### src/rtl/adder_pkg.sv
// -----------------------------------------------------------------------------
// adder_pkg
//   Shared constants and helpers for the ripple-carry adder block.
//
//   ADDER_DEFAULT_N : default operand/result width
//   ADDER_MIN_N     : smallest legal width (overflow needs two carry stages)
//   signed_ovf()    : two's-complement overflow from operand/result sign bits,
//                     an independent formulation used to cross-check the
//                     carry-based overflow in assertions
// -----------------------------------------------------------------------------
package adder_pkg;

    localparam int unsigned ADDER_DEFAULT_N = 32;
    localparam int unsigned ADDER_MIN_N     = 2;

    // Overflow iff both operands share a sign and the result's sign differs.
    function automatic logic signed_ovf(
        input logic msb_a,
        input logic msb_b,
        input logic msb_s
    );
        return (msb_a == msb_b) && (msb_s != msb_a);
    endfunction

endpackage

### src/rtl/adder_n_rca_if.sv
// -----------------------------------------------------------------------------
// adder_n_rca_if
//   Bundles the adder's operand and result signals.
//
//   a, b      : N-bit operands            (master -> slave)
//   c_in      : carry into bit 0          (master -> slave)
//   sum       : combinational a+b+c_in    (slave -> master)
//   c_out     : per-stage carry-out       (slave -> master)
//   overflow  : combinational signed ovf  (slave -> master)
//   sum_q     : registered sum            (slave -> master)
//   c_out_q   : registered carry vector   (slave -> master)
//   ovf_q     : registered overflow       (slave -> master)
//
//   master : the party that supplies operands (datapath / testbench)
//   slave  : the adder itself
// -----------------------------------------------------------------------------
interface adder_n_rca_if
    import adder_pkg::*;
#(
    parameter int unsigned N = ADDER_DEFAULT_N
);

    logic [N-1:0] a;
    logic [N-1:0] b;
    logic         c_in;
    logic [N-1:0] sum;
    logic [N-1:0] c_out;
    logic         overflow;
    logic [N-1:0] sum_q;
    logic [N-1:0] c_out_q;
    logic         ovf_q;

    modport master (
        output a,
        output b,
        output c_in,
        input  sum,
        input  c_out,
        input  overflow,
        input  sum_q,
        input  c_out_q,
        input  ovf_q
    );

    modport slave (
        input  a,
        input  b,
        input  c_in,
        output sum,
        output c_out,
        output overflow,
        output sum_q,
        output c_out_q,
        output ovf_q
    );

endinterface

### src/rtl/full_adder_1.sv
// -----------------------------------------------------------------------------
// full_adder_1
//   One-bit full adder, the unit cell of the ripple-carry chain.
//
//   i_a, i_b : operand bits
//   i_c_in   : carry in from the previous stage
//   o_s      : sum bit
//   o_c_out  : carry out to the next stage
// -----------------------------------------------------------------------------
module full_adder_1 (
    input  logic i_a,
    input  logic i_b,
    input  logic i_c_in,
    output logic o_s,
    output logic o_c_out
);

    logic w_p;  // propagate

    assign w_p     = i_a ^ i_b;
    assign o_s     = w_p ^ i_c_in;
    assign o_c_out = (i_a & i_b) | (i_c_in & w_p);

endmodule

### src/rtl/adder_n_rca.sv
// -----------------------------------------------------------------------------
// adder_n_rca
//   N-bit ripple-carry adder built from a chain of full_adder_1 cells, with a
//   registered copy of every result for use as an ALU result stage. Unsigned
//   and two's-complement operands share the same datapath.
//
//   clk    : clock; registered outputs update on its rising edge
//   rst_n  : asynchronous active-low reset of the registered outputs
//   bus    : adder_n_rca_if.slave
//              a, b, c_in          operands in
//              sum, c_out, overflow combinational results (zero latency)
//              sum_q, c_out_q, ovf_q registered results (1-cycle latency)
// -----------------------------------------------------------------------------
module adder_n_rca
    import adder_pkg::*;
#(
    parameter int unsigned N = ADDER_DEFAULT_N
) (
    input  logic         clk,
    input  logic         rst_n,
    adder_n_rca_if.slave bus
);

    if (N < ADDER_MIN_N) begin : g_bad_width
        $error("adder_n_rca: N must be at least 2");
    end

    // -------------------------------------------------------------------------
    // Combinational carry chain
    // -------------------------------------------------------------------------
    // w_carry[i] is the carry into stage i; w_carry[i+1] is its carry out.
    logic [N:0]   w_carry;
    logic [N-1:0] w_sum;
    logic         w_ovf;

    assign w_carry[0] = bus.c_in;

    for (genvar gi = 0; gi < N; gi++) begin : g_stage
        full_adder_1 u_fa (
            .i_a     (bus.a[gi]),
            .i_b     (bus.b[gi]),
            .i_c_in  (w_carry[gi]),
            .o_s     (w_sum[gi]),
            .o_c_out (w_carry[gi+1])
        );
    end

    // Carry into the sign bit differs from carry out of it only on overflow.
    assign w_ovf = w_carry[N] ^ w_carry[N-1];

    assign bus.sum      = w_sum;
    assign bus.c_out    = w_carry[N:1];
    assign bus.overflow = w_ovf;

    // -------------------------------------------------------------------------
    // Result register
    // -------------------------------------------------------------------------
    logic [N-1:0] r_sum;
    logic [N-1:0] r_c_out;
    logic         r_ovf;

    always_ff @(posedge clk or negedge rst_n) begin
        if (!rst_n) begin
            r_sum   <= '0;
            r_c_out <= '0;
            r_ovf   <= 1'b0;
        end else begin
            r_sum   <= w_sum;
            r_c_out <= w_carry[N:1];
            r_ovf   <= w_ovf;
        end
    end

    assign bus.sum_q   = r_sum;
    assign bus.c_out_q = r_c_out;
    assign bus.ovf_q   = r_ovf;

    // -------------------------------------------------------------------------
    // Assertions
    // -------------------------------------------------------------------------
`ifndef SYNTHESIS
    // Carry-based overflow must agree with the sign-based definition.
    a_ovf_sign: assert property (@(posedge clk)
        w_ovf == signed_ovf(bus.a[N-1], bus.b[N-1], w_sum[N-1]));

    // Registers stay cleared while reset is held.
    a_rst_clear: assert property (@(posedge clk)
        !rst_n |-> (r_sum == '0 && r_c_out == '0 && !r_ovf));

    // Out of reset, each cycle captures the previous cycle's results.
    a_capture: assert property (@(posedge clk) disable iff (!rst_n)
        1'b1 |=> (r_sum == $past(w_sum) && r_c_out == $past(w_carry[N:1])
                  && r_ovf == $past(w_ovf)));
`endif

endmodule

### src/flat_wrapper.sv
// flat-port wrapper written by rule: the top's interface ports become plain ports
module adder_n_rca_flat import adder_pkg::*;
#(
    parameter int unsigned N = ADDER_DEFAULT_N
)
  (clk, rst_n, bus_a, bus_b, bus_c_in, bus_sum, bus_c_out, bus_overflow, bus_sum_q, bus_c_out_q, bus_ovf_q);
  adder_n_rca_if #(.N(N)) bus_i ();
  input  logic clk;
  input  logic rst_n;
  input wire logic [$bits(bus_i.a)-1:0] bus_a;
  input wire logic [$bits(bus_i.b)-1:0] bus_b;
  input wire logic [$bits(bus_i.c_in)-1:0] bus_c_in;
  output wire logic [$bits(bus_i.sum)-1:0] bus_sum;
  output wire logic [$bits(bus_i.c_out)-1:0] bus_c_out;
  output wire logic [$bits(bus_i.overflow)-1:0] bus_overflow;
  output wire logic [$bits(bus_i.sum_q)-1:0] bus_sum_q;
  output wire logic [$bits(bus_i.c_out_q)-1:0] bus_c_out_q;
  output wire logic [$bits(bus_i.ovf_q)-1:0] bus_ovf_q;
  assign bus_i.a = bus_a;
  assign bus_i.b = bus_b;
  assign bus_i.c_in = bus_c_in;
  assign bus_sum = bus_i.sum;
  assign bus_c_out = bus_i.c_out;
  assign bus_overflow = bus_i.overflow;
  assign bus_sum_q = bus_i.sum_q;
  assign bus_c_out_q = bus_i.c_out_q;
  assign bus_ovf_q = bus_i.ovf_q;
  adder_n_rca #(.N(N)) u_core (.clk(clk), .rst_n(rst_n), .bus(bus_i));
endmodule
### config.mk
export PLATFORM = sky130hd
export DESIGN_NAME = adder_n_rca_flat
export DESIGN_NICKNAME = d
export VERILOG_FILES = /design/src/rtl/adder_pkg.sv /design/src/rtl/adder_n_rca_if.sv /design/src/rtl/full_adder_1.sv /design/src/rtl/adder_n_rca.sv /design/src/flat_wrapper.sv
export SDC_FILE = /design/constraint.sdc
export NUM_CORES = 1
export LEC_CHECK = 0
export ABC_AREA = 1
export BUFFER_PORTS_ARGS = -buffer_cell sky130_fd_sc_hd__buf_2
export CAP_MARGIN = 10
export CORE_UTILIZATION = 40
export DETAILED_ROUTE_END_ITERATION = 8
export GPL_ROUTABILITY_DRIVEN = 0
export GPL_TIMING_DRIVEN = 0
export PLACE_DENSITY = 0.79
export SYNTH_ARGS = -nofsm -noshare
export SYNTH_HDL_FRONTEND = slang
export SYNTH_SLANG_ARGS = --single-unit
### constraint.sdc
create_clock -name clk -period 23 [get_ports clk]
set_clock_uncertainty 0.2 [all_clocks]
set_input_delay 3.45 -clock clk [delete_from_list [all_inputs] [get_ports clk]]
set_output_delay 3.45 -clock clk [all_outputs]
set_load 0.01 [all_outputs]
* Word level (Yosys, flattened, before mapping)
Cells that the tools add are included.
Word-level totals: register bits 65, input bits 67, word-level logic and storage cells 164
Operators by class: bitwise logic cells 161
Operators with widths (number):
- 1-bit XOR | 65
- 1-bit AND | 64
- 1-bit bitwise OR | 32

* Longest topological paths before layout
Gate-level depths: netlist (run 1).
word-level depth 66, gate-level depth with buffers 35

* Modules after synthesis
From an unflattened synthesis (run 1), not the netlist that was laid out.
Unflattened totals: cells, all modules 102, area, all modules 2285.9 um^2
By module, submodules not included:
- adder_n_rca | instances 1, cells each 70, area an instance 1645.3 um^2, sequential area each 1626.6 um^2
- full_adder_1 | instances 32, cells each 1, area an instance 20.0 um^2, sequential area each 0.0 um^2

* Worst setup path after synthesis (run 1)
Ideal clock, no wire load.
path type input-to-output, from input bus_c_in, to output bus_overflow, arrival 17.233 ns, slack 2.117 ns, cell stages on the path 35, buffers on the path 0, cell sequence fa_1 > fa_1 > fa_1 > fa_1 > fa_1 > fa_1 > fa_1 > fa_1 > fa_1 > fa_1 > fa_1 > fa_1 > fa_1 > fa_1 > fa_1 > fa_1 > fa_1 > fa_1 > fa_1 > fa_1 > fa_1 > fa_1 > fa_1 > fa_1 > fa_1 > fa_1 > fa_1 > fa_1 > fa_1 > fa_1 > fa_1 > fa_1 > inv_1 > nand2_1 > nand2_1
On the way: cells in the longest elaborated chain, start to end 65
Ends and longest elaborated chain:
- start, declared | line flat_wrapper.sv:12 | input wire logic [$bits(bus_i.c_in)-1:0] bus_c_in;
- 1-bit AND | line full_adder_1.sv:22 | assign o_c_out = (i_a & i_b) | (i_c_in & w_p);
- 1-bit bitwise OR | line full_adder_1.sv:22
- 1-bit AND | line full_adder_1.sv:22
- 1-bit bitwise OR | line full_adder_1.sv:22
- net u_core.g_stage[1].u_fa.o_c_out | line full_adder_1.sv:15 | output logic o_c_out
- 1-bit AND | line full_adder_1.sv:22
- 1-bit bitwise OR | line full_adder_1.sv:22
- net u_core.g_stage[2].u_fa.o_c_out | line full_adder_1.sv:15
- (+2 left out)
- net u_core.g_stage[3].u_fa.o_c_out | line full_adder_1.sv:15
- (+2 left out)
- net u_core.g_stage[4].u_fa.o_c_out | line full_adder_1.sv:15
- (+2 left out)
- net u_core.g_stage[5].u_fa.o_c_out | line full_adder_1.sv:15
- (+2 left out)
- net u_core.g_stage[6].u_fa.o_c_out | line full_adder_1.sv:15
- (+2 left out)
- net u_core.g_stage[7].u_fa.o_c_out | line full_adder_1.sv:15
- (+2 left out)
- net u_core.g_stage[8].u_fa.o_c_out | line full_adder_1.sv:15
- (+2 left out)
- net u_core.g_stage[10].u_fa.i_c_in | line full_adder_1.sv:13 | input logic i_c_in,
- (+2 left out)
- net u_core.g_stage[10].u_fa.o_c_out | line full_adder_1.sv:15
- (+2 left out)
- net u_core.g_stage[11].u_fa.o_c_out | line full_adder_1.sv:15
- (+2 left out)
- net u_core.g_stage[12].u_fa.o_c_out | line full_adder_1.sv:15
- (+2 left out)
- net u_core.g_stage[13].u_fa.o_c_out | line full_adder_1.sv:15
- (+2 left out)
- net u_core.g_stage[14].u_fa.o_c_out | line full_adder_1.sv:15
- (+2 left out)
- net u_core.g_stage[15].u_fa.o_c_out | line full_adder_1.sv:15
- (+2 left out)
- net u_core.g_stage[16].u_fa.o_c_out | line full_adder_1.sv:15
- (+2 left out)
- net u_core.g_stage[17].u_fa.o_c_out | line full_adder_1.sv:15
- (+2 left out)
- net u_core.g_stage[18].u_fa.o_c_out | line full_adder_1.sv:15
- (+2 left out)
- net u_core.g_stage[19].u_fa.o_c_out | line full_adder_1.sv:15
- (+2 left out)
- net u_core.g_stage[20].u_fa.o_c_out | line full_adder_1.sv:15
- (+2 left out)
- net u_core.g_stage[21].u_fa.o_c_out | line full_adder_1.sv:15
- (+2 left out)
- net u_core.g_stage[22].u_fa.o_c_out | line full_adder_1.sv:15
- (+2 left out)
- net u_core.g_stage[23].u_fa.o_c_out | line full_adder_1.sv:15
- (+2 left out)
- net u_core.g_stage[24].u_fa.o_c_out | line full_adder_1.sv:15
- (+2 left out)
- net u_core.g_stage[25].u_fa.o_c_out | line full_adder_1.sv:15
- (+2 left out)
- net u_core.g_stage[26].u_fa.o_c_out | line full_adder_1.sv:15
- (+2 left out)
- net u_core.g_stage[27].u_fa.o_c_out | line full_adder_1.sv:15
- (+2 left out)
- net u_core.g_stage[28].u_fa.o_c_out | line full_adder_1.sv:15
- (+2 left out)
- net u_core.g_stage[29].u_fa.o_c_out | line full_adder_1.sv:15
- 1-bit AND | line full_adder_1.sv:22
- 1-bit bitwise OR | line full_adder_1.sv:22
- net u_core.g_stage[30].u_fa.o_c_out | line full_adder_1.sv:15
- 1-bit AND | line full_adder_1.sv:22
- 1-bit bitwise OR | line full_adder_1.sv:22
- net u_core.g_stage[31].u_fa.o_c_out | line full_adder_1.sv:15
- 1-bit XOR | line adder_n_rca.sv:49 | assign w_ovf = w_carry[N] ^ w_carry[N-1];
- end, declared | line flat_wrapper.sv:15 | output wire logic [$bits(bus_i.overflow)-1:0] bus_overflow;
The timed path passes the listed nets, and every way through them passes these cells.

* Worst setup path after layout (run 1)
from input bus_c_in, to output bus_overflow
On the way: cells in the longest elaborated chain, start to end 65
Ends and longest elaborated chain (line):
- 1-bit AND | full_adder_1.sv:22
- 1-bit bitwise OR | full_adder_1.sv:22
- net u_core.g_stage[0].u_fa.o_c_out | full_adder_1.sv:15
- 1-bit AND | full_adder_1.sv:22
- 1-bit bitwise OR | full_adder_1.sv:22
- net u_core.g_stage[1].u_fa.o_c_out | full_adder_1.sv:15
- 1-bit AND | full_adder_1.sv:22
- 1-bit bitwise OR | full_adder_1.sv:22
- net u_core.g_stage[2].u_fa.o_c_out | full_adder_1.sv:15
- (+2 left out)
- net u_core.g_stage[3].u_fa.o_c_out | full_adder_1.sv:15
- (+2 left out)
- net u_core.g_stage[4].u_fa.o_c_out | full_adder_1.sv:15
- (+2 left out)
- net u_core.g_stage[5].u_fa.o_c_out | full_adder_1.sv:15
- (+2 left out)
- net u_core.g_stage[6].u_fa.o_c_out | full_adder_1.sv:15
- (+2 left out)
- net u_core.g_stage[7].u_fa.o_c_out | full_adder_1.sv:15
- (+2 left out)
- net u_core.g_stage[8].u_fa.o_c_out | full_adder_1.sv:15
- (+2 left out)
- net u_core.g_stage[10].u_fa.i_c_in | full_adder_1.sv:13
- (+2 left out)
- net u_core.g_stage[10].u_fa.o_c_out | full_adder_1.sv:15
- (+2 left out)
- net u_core.g_stage[11].u_fa.o_c_out | full_adder_1.sv:15
- (+2 left out)
- net u_core.g_stage[12].u_fa.o_c_out | full_adder_1.sv:15
- (+2 left out)
- net u_core.g_stage[13].u_fa.o_c_out | full_adder_1.sv:15
- (+2 left out)
- net u_core.g_stage[14].u_fa.o_c_out | full_adder_1.sv:15
- (+2 left out)
- net u_core.g_stage[15].u_fa.o_c_out | full_adder_1.sv:15
- (+2 left out)
- net u_core.g_stage[16].u_fa.o_c_out | full_adder_1.sv:15
- (+2 left out)
- net u_core.g_stage[17].u_fa.o_c_out | full_adder_1.sv:15
- (+2 left out)
- net u_core.g_stage[18].u_fa.o_c_out | full_adder_1.sv:15
- (+2 left out)
- net u_core.g_stage[19].u_fa.o_c_out | full_adder_1.sv:15
- (+2 left out)
- net u_core.g_stage[20].u_fa.o_c_out | full_adder_1.sv:15
- (+2 left out)
- net u_core.g_stage[21].u_fa.o_c_out | full_adder_1.sv:15
- (+2 left out)
- net u_core.g_stage[22].u_fa.o_c_out | full_adder_1.sv:15
- (+2 left out)
- net u_core.g_stage[23].u_fa.o_c_out | full_adder_1.sv:15
- (+2 left out)
- net u_core.g_stage[24].u_fa.o_c_out | full_adder_1.sv:15
- (+2 left out)
- net u_core.g_stage[25].u_fa.o_c_out | full_adder_1.sv:15
- (+2 left out)
- net u_core.g_stage[26].u_fa.o_c_out | full_adder_1.sv:15
- (+2 left out)
- net u_core.g_stage[27].u_fa.o_c_out | full_adder_1.sv:15
- (+2 left out)
- net u_core.g_stage[28].u_fa.o_c_out | full_adder_1.sv:15
- (+2 left out)
- net u_core.g_stage[29].u_fa.o_c_out | full_adder_1.sv:15
- 1-bit AND | full_adder_1.sv:22
- 1-bit bitwise OR | full_adder_1.sv:22
- net u_core.g_stage[30].u_fa.o_c_out | full_adder_1.sv:15
- 1-bit AND | full_adder_1.sv:22
- 1-bit bitwise OR | full_adder_1.sv:22
- net u_core.g_stage[31].u_fa.o_c_out | full_adder_1.sv:15
- 1-bit XOR | adder_n_rca.sv:49
The timed path passes the listed nets, and every way through them passes these cells.

==> summary.txt, run 1 <==
Floorplan
  • Initial Utilization: 42.59%
  • Core area: 6495 um^2
  • Chip Height: 85.16 um
  • Die ar.: 7252 um^2
  • Die width: about 85 um
  • Row Count: 29
  • Io pins: 197

Timing
  • Final worst path period need: 22.08 ns
  • RSZ-0062 raised after global routing: false
  • Fmax: ~0.045 GHz
  • Final TNS setup: 0 ns
  • Max-slew headroom: 45.91%
  • Pins Over Slew Limit: 0
  • Setup violations, final: 0
  • Crit share post-route: 96.01%
  • Final Hold Vio Count: 0
  • Slew @ Worst Pin: slightly above 0.8 ns

Hold path
  • Hold WC Path Type: input port to asynchronous set/reset pin

Worst setup path
  • CP max stage delay: 0.50 ns
  • CP required: 19.35 ns
  • Worst Setup End Kind: output port
  • Worst path top cell family by delay: adder cells
  • CP most frequent cell: fa_1
  • CP Max Fanout: 5
  • Worst Path Buf+Inv: 3
  • Worst setup SP type: input port
  • Critical Path AT: about 18 ns
  • Slowest cell on crit path: fa_1
  • WS Path Type: input port to output port

Global routing
  • Total gr overflow: 0
  • Gr usage total: roughly 19%
  • First-pass GRT wire length: 9.929 mm
  • Largest net degree at the start of global routing: 66
  • Initial antenna violation count: 0
  • Vias in the first global route: 2,041

Status
  • Outcome: complete, no violations

Synth
  • Syn Std Cell Area: 2766 um^2
  • Post-Syn Instances: 166
  • Share of the synthesized area in the top cell type: between 50% and 60%
  • Yosys reg bits: 65
  • Distinct cell type count after synthesis: 5
  • Syn Area/Cell: 16.67 um^2
  • Synthesized Nets: 265
  • Top cell type by total area after synthesis: dfrtp_1
  • Register area share after synthesis: between 50 and 60%
  • Ranking of synthesized cells by area: dfrtp_1, fa_1, buf_4
  • Yosys warning count: 0

Layout
  • Area Overhead vs Synth: 45.41%
  • Most frequent cells in the layout: buf_2, buf_4, dfrtp_1, fa_1, clkbuf_8
  • N_diodes: 0
  • Fillers: roughly 530
  • Share of post-route cells with drive strength above 1: 72.41%
  • Commonest non-fill, non-tap cell in the layout: buf_2
  • Cell area after layout: around 4000 um^2
  • Final nets: 472

Flow run
  • Max Cap Viol: 0

Clock tree
  • Clock Tree Buf Depth: 2
  • Post_cts resized: 0
  • Total CTS buffers: 9
  • TritonCTS Sinks: 65
  • CTS root buf: clkbuf_8
  • CTS tree: built
  • H-tree depth: 3
  • Post CTS Setup Buffer Count: 0
  • Clock transition at path regs: 0.07 ns
  • CTS Hold Buffers Added: 0

Place
  • Placed Area: 3846 um^2
  • Port Buffers: roughly 200
  • HPWL after detailed placement: approximately 5.2 mm

Detailed routing
  • Residual DRC: 0
  • WL per Instance: 14.07 um
  • Vias: ~1,900
  • DR vias/cell: 4.112
  • Post-DRT Antenna Nets: 0
  • 1st-iter DRT viols: 45
  • WL final: 6.388 mm
  • Drt pass-1 iters: 4

Power and ir drop
  • Pwr Density: 83.14 nW/um^2
  • Leak: 2.184 nW
  • Worst vdd ir: roughly 0.000044 V
through the flow:
| stage | total power [mW] | util, % | hold WS [ns] | instances | setup slack [ns] |
|---|---|---|---|---|---|
| after detailed placement | 0.2488 | 59.22 | 3.404 | 439 | 0.9451 |
| after global placement | 0.2449 | 59.18 | 3.541 | 439 | 1.244 |
| after floorplan | 0.1975 | - | 2.954 | 166 | 2.117 |
| after CTS | 0.3399 | 61.93 | 3.047 | 454 | 0.8721 |
| final | 0.3344 | 61.93 | 3.023 | 454 | 0.9182 |
| after global routing | 0.3543 | 61.93 | 3.079 | 454 | 0.2640 |
worst max path at each step:
stage | from | to | slack (ns) | cells past startpoint
6_report | bus_c_in | bus_overflow | 0.92 | 37
5_1_grt | bus_c_in | bus_overflow | 0.26 | 37
3_5_place_dp | bus_c_in | bus_overflow | 0.95 | 37
2_1_floorplan | bus_c_in | bus_overflow | 2.12 | 35
4_1_cts | bus_c_in | bus_overflow | 0.87 | 37
3_3_place_gp | bus_c_in | bus_overflow | 1.24 | 37
cells in the mapped netlist:
| cell type | number |
|---|---|
| dfrtp_1 | 65 |
| buf_4 | 64 |
| fa_1 | 32 |
| nand2_1 | 3 |
| inv_1 | 2 |
area by class of cell:
class                      instances  area (um^2)  area share (%)
clock buffer                      11        131.4           3.266
clock inverter                     4        45.04           1.120
multi-input combinational         35        651.9           16.21
tap                               77        96.34           2.395
sequential                        65         1627           40.44
buffer                            64        480.5           11.94
inverter                           2        7.507          0.1866
timing repair buffer             196        983.4           24.45
per-layer routing:
metal,up-vias,global-route usage (%),wire [um]
met5,-,0,0
met4,0,8.320,144
met3,15,4.767,434
met2,101,35.34,3759
met1,897,18.86,2049
li1,854,-,-
sequential cells by signal (all words and copies together), names as in the netlist:
| name | cells |
|---|---|
| u_core.bus.c_out_q | 32 |
| u_core.bus.sum_q | 32 |
| u_core.bus.ovf_q | 1 |
kinds of logic (layout without fill, tap and decap cells):
family	Yosys count	after routing	share of synthesized area (%)
buffers and inverters	66	277	17.64
flip-flops	65	65	58.80
adder cells (fa/ha/maj)	32	32	23.16
AND/OR/NAND/NOR	3	3	0.4070
where the power goes:
| part | internal (mW) | leakage (nW) | switching, mW |
|---|---|---|---|
| Combinational | 0.0566 | 1.33 | 0.0536 |
| Clock | 0.0490 | 0.0929 | 0.0403 |
| Sequential | 0.131 | 0.758 | 0.00373 |
| Total | 0.237 | 2.18 | 0.0976 |
Power figures use the tool's default switching activity.
==> run 2: changes to the inputs <==
--- a/config.mk
+++ b/config.mk
@@ -6,7 +6,7 @@
 export NUM_CORES = 1
 export LEC_CHECK = 0
 export ABC_AREA = 1
-export BUFFER_PORTS_ARGS = -buffer_cell sky130_fd_sc_hd__buf_2
+export BUFFER_PORTS_ARGS = -buffer_cell sky130_fd_sc_hd__buf_4
 export CAP_MARGIN = 10
 export CORE_UTILIZATION = 40
 export DETAILED_ROUTE_END_ITERATION = 8
==> summary.txt, run 2 (synthesized netlist as in run 1, its figures left out) <==
Worst setup path
  • CP most frequent cell: fa_1
  • Slowest cell on crit path: fa_1
  • WS Path Type: input port to output port
  • CP max stage delay: 0.48 ns
  • Worst Path Buf+Inv: 3
  • Critical Path AT: approximately 18 ns
  • CP Max Fanout: 5
  • Worst setup SP type: input port
  • CP required: 19.35 ns
  • Worst Setup End Kind: output port
  • Worst path top cell family by delay: adder cells

Clock tree
  • H-tree depth: 3
  • Post CTS Setup Buffer Count: 0
  • Clock Tree Buf Depth: 2
  • CTS root buf: clkbuf_8
  • Clock transition at path regs: 0.07 ns
  • TritonCTS Sinks: 65
  • Total CTS buffers: 9
  • CTS Hold Buffers Added: 0
  • Post_cts resized: 0
  • CTS tree: built

Floorplan
  • Chip Height: 85.16 um
  • Row Count: 29
  • Die width: 85.16 um
  • Io pins: 197
  • Die ar.: 7252 um^2
  • Initial Utilization: 42.59%
  • Core area: 6495 um^2

Timing
  • RSZ-0062 raised after global routing: false
  • Crit share post-route: a little over nine tenths
  • Final TNS setup: 0 ns
  • Fmax: 0.04544 GHz
  • Setup violations, final: 0
  • Pins Over Slew Limit: 0
  • Slew @ Worst Pin: 0.8252 ns
  • Final worst path period need: 22.01 ns
  • Final Hold Vio Count: 0
  • Max-slew headroom: 44.99%
  • Setup slack after layout: 0.9905 ns

Global routing
  • Largest net degree at the start of global routing: 66
  • Vias in the first global route: around 2,100
  • Initial antenna violation count: 0
  • Gr usage total: 19.25%
  • First-pass GRT wire length: 10.38 mm
  • Total gr overflow: 0

Detailed routing
  • WL final: 6.581 mm
  • Vias: 1,898
  • DR vias/cell: ~4.2
  • WL per Instance: 14.50 um
  • Post-DRT Antenna Nets: 0
  • Drt pass-1 iters: 4
  • Residual DRC: 0
  • 1st-iter DRT viols: 34

Power and ir drop
  • Leak: around 2.4 nW
  • Pwr Density: roughly 83 nW/um^2
  • Worst vdd ir: 0.00004541 V

Layout
  • Fillers: 492
  • Area Overhead vs Synth: 64.95%
  • Share of post-route cells with drive strength above 1: 72.68%
  • Final nets: 472
  • Most frequent cells in the layout: buf_4, dfrtp_1, fa_1, clkbuf_8, nand2_1
  • Commonest non-fill, non-tap cell in the layout: buf_4
  • N_diodes: 0
  • Final Util: 70.26%
  • Post-Layout Cell Count: 454
  • Cell area after layout: ~4600 um^2

Hold path
  • Hold WC Path Type: input port to asynchronous set/reset pin

Place
  • Placed Area: 4334 um^2
  • Dpl cells: 439
  • Post-Place Worst Slack: around 0.93 ns
  • Port Buffers: 196

Status
  • Outcome: complete, no violations

Flow run
  • Max Cap Viol: 0
run 2: changes by cell type in the layout (fill, tap and decap cells not counted):
cell | before | now
bufinv_16 | 1 | 2
clkbuf_1 | 2 | 1
buf_2 | 195 | 0
clkbuf_8 | 9 | 12
buf_4 | 65 | 260
clkinv_2 | 3 | 0
run 2: worst max-delay path by stage:
| stage | end | startpoint | depth (start not counted) | slack (ns) |
|---|---|---|---|---|
| 3_3_place_gp | bus_overflow | bus_c_in | 37 | 1.23 |
| 2_1_floorplan | bus_overflow | bus_c_in | 35 | 2.12 |
| 3_5_place_dp | bus_overflow | bus_c_in | 37 | 0.93 |
| 6_report | bus_overflow | bus_c_in | 37 | 0.99 |
| 4_1_cts | bus_overflow | bus_c_in | 37 | 0.91 |
| 5_1_grt | bus_overflow | bus_c_in | 37 | 0.37 |
run 2: layout make-up:
type	instances	area [um^2]	share of cell area [%]
buffer	64	480.5	10.53
sequential	65	1627	35.65
timing repair buffer	196	1471	32.25
tap	77	96.34	2.111
inverter	2	7.507	0.1645
clock buffer	13	168.9	3.702
multi-input combinational	35	651.9	14.29
clock inverter	2	60.06	1.316
run 2: per-layer routing:
metal	routed length (um)	GRT usage [%]	vias up
li1	-	-	854
met1	2212	21.02	930
met2	3735	34.24	101
met3	485	5.642	13
met4	147	9.399	0
met5	0	0	-
run 2: report_power, final:
group | switching, mW | total [mW] | internal (mW) | leakage (nW)
Sequential | 0.00462 | 0.136 | 0.131 | 0.758
Combinational | 0.0549 | 0.133 | 0.0777 | 1.50
Clock | 0.0404 | 0.110 | 0.0695 | 0.116
Total | 0.0999 | 0.378 | 0.278 | 2.38
run 2: metrics by stage:
stage | power [mW] | hold slack, ns
floorplan | 0.1975 | 2.954
global placement | 0.2687 | 3.389
detailed placement | 0.2726 | 3.392
CTS | 0.3835 | 3.037
global route | 0.3994 | 3.071
finish | 0.3783 | 2.990
